**config.mk**
```make
export PLATFORM = sky130hd
export DESIGN_NAME = dbg_ram_port_arbiter
export DESIGN_NICKNAME = d
export VERILOG_FILES = /design/src/rtl/dbg_arb_pkg.sv /design/src/rtl/dbg_rr_arb2.sv /design/src/rtl/dbg_ram_port_arbiter.sv
export SDC_FILE = /design/constraint.sdc
export NUM_CORES = 1
export LEC_CHECK = 0
export CORE_AREA = 2 2 158 160
export CTS_BUF_LIST = sky130_fd_sc_hd__clkbuf_4 sky130_fd_sc_hd__clkbuf_8
export DETAILED_ROUTE_END_ITERATION = 8
export DIE_AREA = 0 0 160 162
export DONT_BUFFER_PORTS = 1
export GPL_ROUTABILITY_DRIVEN = 0
export SLEW_MARGIN = 10
export SYNTH_ARGS = -nofsm -noshare
export SYNTH_HDL_FRONTEND = slang
export SYNTH_SLANG_ARGS = --single-unit
```
**constraint.sdc**
```tcl
create_clock -name clk -period 2.3 [get_ports clk]
set_input_delay 0.23 -clock clk [delete_from_list [all_inputs] [get_ports clk]]
set_output_delay 0.23 -clock clk [all_outputs]
set_load 0.05 [all_outputs]
```
**src/rtl/dbg_arb_pkg.sv**
```systemverilog
// rtl/dbg_arb_pkg.sv - shared encodings for the debug RAM port arbiter
package dbg_arb_pkg;
  typedef enum logic [1:0] {
    IDLE  = 2'd0,
    ISSUE = 2'd1,
    RESP  = 2'd2
  } state_t;

  localparam logic TGT_DRAM = 1'b0;
  localparam logic TGT_IRAM = 1'b1;
  localparam logic M0 = 1'b0;
  localparam logic M1 = 1'b1;
endpackage

```
**src/rtl/dbg_rr_arb2.sv**
```systemverilog
// rtl/dbg_rr_arb2.sv - two-way round-robin grant; pointer moves to the non-winner
module dbg_rr_arb2
  import dbg_arb_pkg::*;
(
  input  logic [1:0] valid,
  input  logic       rr_ptr,
  input  logic       enable,
  output logic [1:0] grant,
  output logic       next_ptr
);
  always_comb begin
    grant    = 2'b00;
    next_ptr = rr_ptr;
    if (enable) begin
      if (valid == 2'b11) grant[rr_ptr] = 1'b1;
      else                grant = valid;
      if (grant[1])      next_ptr = M0;
      else if (grant[0]) next_ptr = M1;
    end
  end
endmodule

```
**src/rtl/dbg_ram_port_arbiter.sv**
```systemverilog
// rtl/dbg_ram_port_arbiter.sv - shares InstRAM/DataRAM debug ports between two masters
// Optional cpu_stall_req output under macro DBG_ARB_CPU_STALL_EN.
module dbg_ram_port_arbiter
  import dbg_arb_pkg::*;
#(
  parameter int ADDR_W = 32,
  parameter int DATA_W = 32
) (
  input  logic                clk,
  input  logic                rst_n,
  input  logic                m0_req_valid,
  output logic                m0_req_ready,
  input  logic                m0_req_tgt,
  input  logic [ADDR_W-1:0]   m0_req_addr,
  input  logic [DATA_W-1:0]   m0_req_wdata,
  input  logic [DATA_W/8-1:0] m0_req_we,
  output logic                m0_rsp_valid,
  output logic [DATA_W-1:0]   m0_rsp_rdata,
  input  logic                m1_req_valid,
  output logic                m1_req_ready,
  input  logic                m1_req_tgt,
  input  logic [ADDR_W-1:0]   m1_req_addr,
  input  logic [DATA_W-1:0]   m1_req_wdata,
  input  logic [DATA_W/8-1:0] m1_req_we,
  output logic                m1_rsp_valid,
  output logic [DATA_W-1:0]   m1_rsp_rdata,
  output logic [ADDR_W-1:0]   dram_a2,
  output logic [DATA_W-1:0]   dram_wd2,
  output logic [DATA_W/8-1:0] dram_we2,
  input  logic [DATA_W-1:0]   dram_rd2,
  output logic [ADDR_W-1:0]   iram_a2,
  output logic [DATA_W-1:0]   iram_wd2,
  output logic [DATA_W/8-1:0] iram_we2,
  input  logic [DATA_W-1:0]   iram_rd2
`ifdef DBG_ARB_CPU_STALL_EN
  ,
  output logic                cpu_stall_req
`endif
);
  state_t              state;
  logic                rr_ptr;
  logic [1:0]          grant;
  logic                next_ptr;
  logic                hs;
  logic                sel_tgt;
  logic [ADDR_W-1:0]   sel_addr;
  logic [DATA_W-1:0]   sel_wdata;
  logic [DATA_W/8-1:0] sel_we;
  logic                cap_tgt;
  logic                cap_mid;
  logic                cap_read;
  logic [DATA_W-1:0]   rsp_data;

  dbg_rr_arb2 u_arb (
    .valid    ({m1_req_valid, m0_req_valid}),
    .rr_ptr   (rr_ptr),
    .enable   (state == IDLE || state == RESP),
    .grant    (grant),
    .next_ptr (next_ptr)
  );

  assign m0_req_ready = grant[0];
  assign m1_req_ready = grant[1];
  assign hs           = |grant;
  assign sel_tgt      = grant[1] ? m1_req_tgt   : m0_req_tgt;
  assign sel_addr     = grant[1] ? m1_req_addr  : m0_req_addr;
  assign sel_wdata    = grant[1] ? m1_req_wdata : m0_req_wdata;
  assign sel_we       = grant[1] ? m1_req_we    : m0_req_we;

  // Port registers double as the captured address/data; we2 lives for the ISSUE cycle only.
  always_ff @(posedge clk or negedge rst_n) begin
    if (!rst_n) begin
      state    <= IDLE;
      rr_ptr   <= M0;
      cap_tgt  <= TGT_DRAM;
      cap_mid  <= M0;
      cap_read <= 1'b0;
      dram_a2  <= '0;
      dram_wd2 <= '0;
      dram_we2 <= '0;
      iram_a2  <= '0;
      iram_wd2 <= '0;
      iram_we2 <= '0;
    end else begin
      dram_we2 <= '0;
      iram_we2 <= '0;
      case (state)
        IDLE:    state <= hs ? ISSUE : IDLE;
        ISSUE:   state <= RESP;
        RESP:    state <= hs ? ISSUE : IDLE;
        default: state <= IDLE;
      endcase
      if (hs) begin
        rr_ptr   <= next_ptr;
        cap_tgt  <= sel_tgt;
        cap_mid  <= grant[1];
        cap_read <= (sel_we == '0);
        if (sel_tgt == TGT_IRAM) begin
          iram_a2  <= sel_addr;
          iram_wd2 <= sel_wdata;
          iram_we2 <= sel_we;
        end else begin
          dram_a2  <= sel_addr;
          dram_wd2 <= sel_wdata;
          dram_we2 <= sel_we;
        end
      end
    end
  end

  // RAM read data arrives the cycle after the address, which is the RESP cycle.
  assign rsp_data     = !cap_read ? '0 : (cap_tgt == TGT_IRAM) ? iram_rd2 : dram_rd2;
  assign m0_rsp_valid = (state == RESP) && (cap_mid == M0);
  assign m1_rsp_valid = (state == RESP) && (cap_mid == M1);
  assign m0_rsp_rdata = m0_rsp_valid ? rsp_data : '0;
  assign m1_rsp_rdata = m1_rsp_valid ? rsp_data : '0;

`ifdef DBG_ARB_CPU_STALL_EN
  always_ff @(posedge clk or negedge rst_n) begin
    if (!rst_n)
      cpu_stall_req <= 1'b0;
    else if (hs && sel_tgt == TGT_IRAM && sel_we != '0)
      cpu_stall_req <= 1'b1;
    else if (state == IDLE)
      cpu_stall_req <= 1'b0;
  end
`endif
endmodule

```
# Yosys cells after proc, flatten, opt, wreduce, memory -nomap -nowiden

Index checks and enable logic that the tools add are counted.

Output and inout bits: 204
ROM bits: 0
Logic and storage cells: 51
Bits in writable memories: 0
Input bits: 206
Memories: 0
Latch bits: 0
Flip-flop bits (word level): 142

Bitwise logic cells: 2
Reductions and logical operators: 12
Shift operators: 0
Equality and inequality tests: 3
Multiply operators: 0
Add/subtract/negate cells: 0
Divide/modulo/power cells: 0
Order comparisons: 2
Mux-type cells: 21

Operators by type and width:

| cell                                                                         | count |
|---|---|
| 32-bit 2-to-1 mux                                                            | 6 |
| 4-bit 2-to-1 mux                                                             | 5 |
| 2-bit 2-to-1 mux                                                             | 3 |
| 1-bit 2-to-1 mux                                                             | 5 |
| 2-bit == test, second input constant                                         | 2 |
| 4-bit zero test                                                              | 1 |
| 2-bit one-hot mux with 2 select lines                                        | 1 |
| 2-bit AND reduction                                                          | 2 |
| 2-bit OR reduction                                                           | 2 |
| 1-bit logical AND                                                            | 3 |
| 3-bit AND reduction                                                          | 1 |
| 2-bit by 1-bit == test with 1-bit output, second input constant              | 1 |
| 2-bit zero test                                                              | 1 |
| 1-bit by 2-bit less-than comparator with 1-bit output, second input constant | 1 |
| 1-bit inverter                                                               | 2 |
| 2-bit nonzero test                                                           | 1 |
| 1-bit demux with 1-bit select                                                | 1 |
| 1-bit greater-or-equal comparator, second input constant                     | 1 |
| 1-bit logical OR                                                             | 1 |

# Longest topological paths before layout

Gate-level depths: netlist (run 1).

Depth in word-level cells: 10
Mapped depth: 7
Gate-level depth less buffers: 4

# Cells and area by module

Synthesis (run 1) repeated with hierarchy kept, for this count alone.

Cells, all modules: 541
Area, all modules: 6926.6 µm²

By module, submodules not included:

| module               | cells an instance | times used | seq. area each (µm²) | area an instance (µm²) |
|---|---|---|---|---|
| dbg_ram_port_arbiter | 534               | 1          | 3553.4               | 6890.4 |
| dbg_rr_arb2          | 7                 | 1          | 0.0                  | 36.3 |

# Least setup slack after synthesis (run 1)

No wires, ideal clock.

Kind: reg-to-output
From: register state[0]
To: output m0_rsp_rdata[22]
Buffers on the path: 3
Data required time: 2.070 ns
Setup slack: 0.128 ns
Stages on the path, launching flop included: 6
Arrival time: 1.942 ns
Cells stage by stage: dfrtp_1 buf_6 or3b_2 clkbuf_1 clkbuf_1 nor2_1

Cells in the longest elaborated chain, start to end: 3

RTL lines:

| item                   | RTL line                    | RTL |
|---|---|---|
| from (decl)            | dbg_ram_port_arbiter.sv:40  | `state_t state;` |
| from (signal assigned) | dbg_ram_port_arbiter.sv:88  | `IDLE: state <= hs ? ISSUE : IDLE;` |
| from (signal assigned) | dbg_ram_port_arbiter.sv:90  | `RESP: state <= hs ? ISSUE : IDLE;` |
| 2-bit == test          | dbg_ram_port_arbiter.sv:113 | `assign m0_rsp_valid = (state == RESP) && (cap_mid == M0);` |
| 1-bit logical AND      | dbg_ram_port_arbiter.sv:113 |  |
| 32-bit 2-to-1 mux      | dbg_ram_port_arbiter.sv:115 | `assign m0_rsp_rdata = m0_rsp_valid ? rsp_data : '0;` |
| to (decl)              | dbg_ram_port_arbiter.sv:18  | `output logic [DATA_W-1:0] m0_rsp_rdata,` |

Every way passes these cells.

# Worst setup path after layout (run 1)

From: register state[0]
To: output m0_rsp_rdata[3]

The elaborated chain is that of the path after synthesis.

==> results.py, run 1 <==
metrics = {
    "synthesis": {
        "synth-compound-area-share": 0.00628,
        "synth_area_um2": 7170,
        "synth_fa_ha_area_frac": 0,
        "yosysWarnings": 0,
        "ys_types": 25,
        "syn-num-nets": 746,
        "synth.area.top_cells": "dfrtp_1 (50%), mux2_2 (25%), mux2_4 (13%), nor2_1 (3.8%), nand2_1 (2.0%)",
        "synth_top_area_cell": "dfrtp_1",
        "yosys.area_share.simple": 0.0688,
        "syn-instance-count": 540,
        "synth_mux_area_frac": 0.392,
        "yosysTopAreaCellShare": 0.496,
        "avgSynthCellArea_um2": 13.3,
        "synth_top_family_by_area": "multiplexers",
        "ys_seq_area_frac": 0.496,
        "ys_ff_latch": 142,
        "synth-xor-area-share": 0,
    },
    "layout": {
        "final_nets": 813,
        "final_common_cell": "mux2_2",
        "layout_common_cells": "mux2_2 (161), dfrtp_1 (142), buf_4 (74), nor2_1 (73), mux2_4 (63)",
        "area_growth_pct": 17.4,
        "n_antenna_cell": 0,
        "drive_gt1_frac": 0.547,
    },
    "die": {
        "core_um2": 24100,
        "num_rows": 57,
        "die-area_um2": 25900,
        "boundaryPins": 410,
        "start_util": 0.297,
        "die_x_um": 160,
        "die_h_um": 162,
    },
    "timing": {
        "max-slew-margin-rel": 0.542,
        "rsz0062_at_grt": "no",
        "min_period_over_period": 0.959,
        "fin_skew_ps": 14.7,
        "whs_ps": -527,
        "layout_min_cycle_time_ps": 2200,
        "hold_viol_final": 142,
        "tightestPinTransition_ps": 687,
        "clock.fmax_mhz": 454,
        "fin_setup_tns_ps": 0,
        "slew_violations": 0,
        "final-setup-viol-count": 0,
    },
    "job": {
        "maxCapViolCount": 0,
    },
    "route": {
        "route.detailed.drc": 0,
        "vias": 4547,
        "ant_nets": 0,
        "drt_iter0_markers": 265,
        "post_drt_wl_per_cell_um": 21.0,
        "drt-vias-per-instance": 4.82,
        "routed_wl_mm": 19.9,
        "dr.pass1.iters": 4,
    },
    "critical_path": {
        "worstPathRequired_ps": 2070,
        "cp-end-kind": "output pin",
        "reg2reg_slack_ps": 100,
        "cp_max_fo": 33,
        "worst-setup-path-type": "register to output pin",
        "startpoint_type": "register",
        "crit_arrival_ps": 1970,
    },
    "global_routing": {
        "grt_max_degree": 143,
        "first_global_vias": 4892,
        "track_usage": 0.147,
        "grt_antenna_before_repair": 0,
        "grt_overflow": 0,
        "grt_pass1_wl_mm": 29.2,
    },
    "place": {
        "dp_hpwl_mm": 14.9,
        "portBuffers": 0,
    },
    "pwr": {
        "ir_drop_v": 0.000632,
        "cellPowerDensity_nw_per_um2": 1250,
        "finalPower_uw": 10500,
        "p_leak_uw": 0.00374,
    },
    "status": {
        "status": "finished, violations left",
        "violations": "negative hold slack",
    },
    "clock_tree": {
        "post_cts_buffers": 0,
        "clk_path_buf_depth": 2,
        "cts_tree": "done",
        "clock_latency_ps": 440,
        "clk_pin_slew_ps": 100,
        "cts.sinks": 142,
        "cts_htree_levels": 4,
        "cts_root_buffer": "clkbuf_8",
        "hold_buffers": 6,
        "cts_buffers": 17,
    },
    "worst_hold_path": {
        "hold_path_class": "input port to async pin",
    },
}
power by group:
group          switching (µW)  total, µW  internal (µW)  leakage, µW
logic                     660       1700           1040      0.00187
registers                3610       6880           3260      0.00168
clock network            1130       1940            817     0.000189
total                    5400      10500           5120      0.00374
final timing paths:
path,endpoint,depth (start not counted),startpoint
max in group asynchronous,dram_we2[1],0,rst_n
hold reg to reg,state[1],1,state[1]
hold / removal,dram_a2[1],0,rst_n
min in group clk,dram_we2[3],2,m1_req_we[3]
setup reg to reg,dram_we2[2],6,rr_ptr
setup / recovery,m0_rsp_rdata[3],3,state[0]
repair_timing:
action,in CTS,in global routing
endpoints found under the hold margin,147,142
gates resized for setup,1,0
endpoints found under the setup margin,33,0
sequential cells by signal (all words and copies together) (netlist names):
| register | flops |
|---|---|
| rr_ptr | 1 |
| iram_wd2 | 32 |
| state | 2 |
| dram_a2 | 32 |
| cap_read | 1 |
| cap_tgt | 1 |
| iram_a2 | 32 |
| cap_mid | 1 |
| dram_we2 | 4 |
| dram_wd2 | 32 |
| iram_we2 | 4 |
cells by family after synthesis:
group	count (synthesis)
compound gates	6
buf+inv	41
flops	142
mux	229
simple gates	122
metrics by stage:
stage	setup slack [ps]	hold slack [ps]	instance area, µm²	cells	util
2_1_floorplan	128	-65.6	7170	540	-
3_3_place_gp	390	-61.7	7980	906	0.331
3_5_place_dp	252	-61.4	7980	906	0.331
4_1_cts	90.5	-566	8420	944	0.349
5_1_grt	0.439	-580	8420	944	0.349
6_report	95.1	-527	8420	944	0.349
Yosys cell counts (all sizes together):
library cell	instances
nor2b	2
nor2	74
a21o	1
buf	28
o21bai	1
clkbuf	9
nand2	39
dfrtp	142
nor4	2
or3b	1
or2	1
a21boi	1
o31a	1
a32oi	1
inv	4
nand3b	2
o21ai	1
mux2	224
mux2i	5
nand2b	1
area by class of cell:
| type | count | area [µm²] |
|---|---|---|
| Timing Repair Buffer | 85 | 716 |
| Inverter | 4 | 15.0 |
| Clock inverter | 14 | 128 |
| Sequential cell | 142 | 3550 |
| Tap cell | 324 | 405 |
| Multi-Input combinational cell | 357 | 3350 |
| Clock buffer | 18 | 248 |
| Fill cell | 2347 | 15700 |
per-layer routing:
metal	routed length, µm	up-vias	GRT usage
met1	6890	2291	0.149
met5	0	-	0
met4	335	0	0.0450
met2	10700	246	0.275
li1	-	1996	-
met3	1890	14	0.0600
worst max-delay path, cell delays in order, from the launching register on:
cell	delay (ps)
dfrtp_1	490
or3b_4	610
nor2_1	210
buf_4	230
Note: power is estimated with default switching activity, not from simulation.
==> inputs of run 2 (changes only) <==
--- a/config.mk
+++ b/config.mk
@@ -5,13 +5,14 @@
 export SDC_FILE = /design/constraint.sdc
 export NUM_CORES = 1
 export LEC_CHECK = 0
-export CORE_AREA = 2 2 158 160
+export CORE_MARGIN = 5
+export CORE_UTILIZATION = 30
 export CTS_BUF_LIST = sky130_fd_sc_hd__clkbuf_4 sky130_fd_sc_hd__clkbuf_8
 export DETAILED_ROUTE_END_ITERATION = 8
-export DIE_AREA = 0 0 160 162
 export DONT_BUFFER_PORTS = 1
 export GPL_ROUTABILITY_DRIVEN = 0
 export SLEW_MARGIN = 10
 export SYNTH_ARGS = -nofsm -noshare
 export SYNTH_HDL_FRONTEND = slang
 export SYNTH_SLANG_ARGS = --single-unit
+export TNS_END_PERCENT = 1
==> run 2 against run 1 <==
  * The run still ends with negative hold slack left
  * Sequential cell count did not move
  * Clock skew rose by 2.0 ps
  * Highest routed layer unchanged
  * Largest power group unchanged
  * Clock power rose by 4%
  * Register-to-register slack barely moved
  * Clock-buffer cell count did not move
  * Global-route usage fell by 1.0 points
  * Combinational power barely moved
  * Largest cell class unchanged
  * Worst setup slack improved by 2.8 ps
  * Fmax rose by 0.13%
  * Via count fell by 0.57%
  * Critical path type is now register to register
==> results.py, run 2 (synthesis gave the netlist of run 1 again) <==
metrics = {
    "die": {
        "die_x_um": 165,
        "core_um2": 23500,
        "die-area_um2": 27100,
        "die_h_um": 165,
        "start_util": 0.305,
        "num_rows": 56,
        "boundaryPins": 410,
    },
    "critical_path": {
        "cp-end-kind": "register",
        "path_depth": 6,
        "slowest_stage": "dlygate4sd3_1",
        "critPathBufInv": 2,
        "critPathTopFamily": "buffers and inverters",
        "slowest_delay_ps": 600,
        "reg2reg_slack_ps": 100,
        "crit_path_cell_trace": "nand2b_1, nand3b_1, buf_12, mux2i_1, dlygate4sd3_1, nor2_1",
        "crit_arrival_ps": 2510,
        "r2r_start": "rr_ptr",
        "cp_max_fo": 41,
        "startpoint_type": "register",
        "worst-setup-path-type": "register to register",
        "worstRegToRegCells": 6,
        "worstPathRequired_ps": 2610,
        "r2r-end": "dram_we2[0]",
    },
    "route": {
        "routed_wl_mm": 19.7,
        "route.detailed.drc": 0,
        "vias": 4521,
        "drt_iter0_markers": 211,
        "ant_nets": 0,
        "post_drt_wl_per_cell_um": 21.0,
        "drt-vias-per-instance": 4.81,
        "dr.pass1.iters": 5,
    },
    "layout": {
        "fin_util": 0.359,
        "layout_common_cells": "mux2_2 (161), dfrtp_1 (142), nor2_1 (73), buf_4 (73), mux2_4 (63)",
        "area_growth_pct": 17.6,
        "fillCellCount": 2260,
        "final_nets": 814,
        "final_common_cell": "mux2_2",
        "seq_area_um2": 3550,
        "drive_gt1_frac": 0.544,
        "multiInputGateArea_um2": 3350,
        "n_antenna_cell": 0,
    },
    "clock_tree": {
        "cts_buffers": 17,
        "cts_root_buffer": "clkbuf_8",
        "cts_tree": "done",
        "clk_pin_slew_ps": 90,
        "cts_htree_levels": 4,
        "clk_path_buf_depth": 2,
        "cts.sinks": 142,
        "clock_latency_ps": 430,
        "hold_buffers": 8,
    },
    "timing": {
        "whs_ps": -519,
        "min_period_over_period": 0.957,
        "hold_viol_final": 142,
        "layout_min_cycle_time_ps": 2200,
        "fin_skew_ps": 16.7,
        "final-setup-viol-count": 0,
        "slew_violations": 0,
        "clock.fmax_mhz": 454,
        "setup_ws_ps": 97.9,
        "max-slew-margin-rel": 0.625,
        "rsz0062_at_grt": "yes",
        "tightestPinTransition_ps": 562,
    },
    "status": {
        "violations": "negative hold slack",
        "status": "finished, violations left",
    },
    "worst_hold_path": {
        "hold_path_class": "input port to async pin",
    },
    "global_routing": {
        "grt_pass1_wl_mm": 28.6,
        "first_global_vias": 5026,
        "grt_antenna_before_repair": 0,
        "grt_overflow": 0,
        "track_usage": 0.136,
        "grt_max_degree": 143,
    },
    "pwr": {
        "ir_drop_v": 0.000716,
        "p_leak_uw": 0.00375,
        "cellPowerDensity_nw_per_um2": 1250,
        "finalPower_uw": 10600,
    },
    "place": {
        "dp_hpwl_mm": 15.0,
        "dp_slack_ps": 374,
        "portBuffers": 0,
    },
    "job": {
        "maxCapViolCount": 0,
    },
}
run 2: changes by cell type in the layout (fill, tap and decap cells not counted), sizes merged:
cell	previous run	this run
bufinv	0	1
clkinv	6	4
buf	79	78
inv	10	11
dlygate4sd3	6	8
run 2: worst max path at each step:
| stage | slack, ps | to | startpoint |
|---|---|---|---|
| 2_1_floorplan | 130 | m0_rsp_rdata[22] | state[0] |
| 3_3_place_gp | 430 | m0_rsp_valid | state[0] |
| 3_5_place_dp | 370 | iram_a2[0] | rr_ptr |
| 4_1_cts | 20 | m1_rsp_rdata[21] | state[0] |
| 5_1_grt | -40 | iram_we2[0] | rr_ptr |
| 6_report | 100 | dram_we2[0] | rr_ptr |
run 2: report_power, final:
group	total, µW	internal, µW	switching [µW]	leakage (µW)
clock	2010	913	1100	0.000197
sequential	6860	3260	3600	0.00168
combinational	1690	1040	654	0.00188
total	10600	5210	5350	0.00375
run 2: routing by layer:
| metal | vias to the layer above | track usage | part of all wire |
|---|---|---|---|
| li1 | 1992 | - | - |
| met5 | - | 0 | 0 |
| met1 | 2263 | 0.147 | 0.36 |
| met2 | 235 | 0.247 | 0.53 |
| met4 | 0 | 0.0488 | 0.021 |
| met3 | 31 | 0.0467 | 0.090 |
run 2: metrics by stage:
step                      area, µm²  cells  TNS [ps]
after floorplan                7170    540         0
after global placement         7940    898         0
after detailed placement       7940    898         0
after CTS                      8420    938         0
after global routing           8430    940     -97.4
final                          8430    940         0
run 2: worst reg2reg max path: cells and delay by family (launching register included):
family / cells / cell delay (ps)
DFF: 1 / 400
muxes: 1 / 290
buffers and inverters: 2 / 900
and+or+nand+nor: 3 / 490
run 2: timing repair:
action                                  in CTS  in global routing
endpoints found under the setup margin      35                 32
setup buffers                                0                  2
endpoints found under the hold margin      150                142
resized for setup                            2                  0
run 2: layout make-up:
| type | instances | share of cell area |
|---|---|---|
| tap | 319 | 0.0473 |
| clock buffer | 18 | 0.0286 |
| multi-input combinational | 357 | 0.397 |
| inverter | 4 | 0.00178 |
| clock inverter | 14 | 0.0181 |
| sequential | 142 | 0.421 |
| timing repair buffer | 86 | 0.0853 |
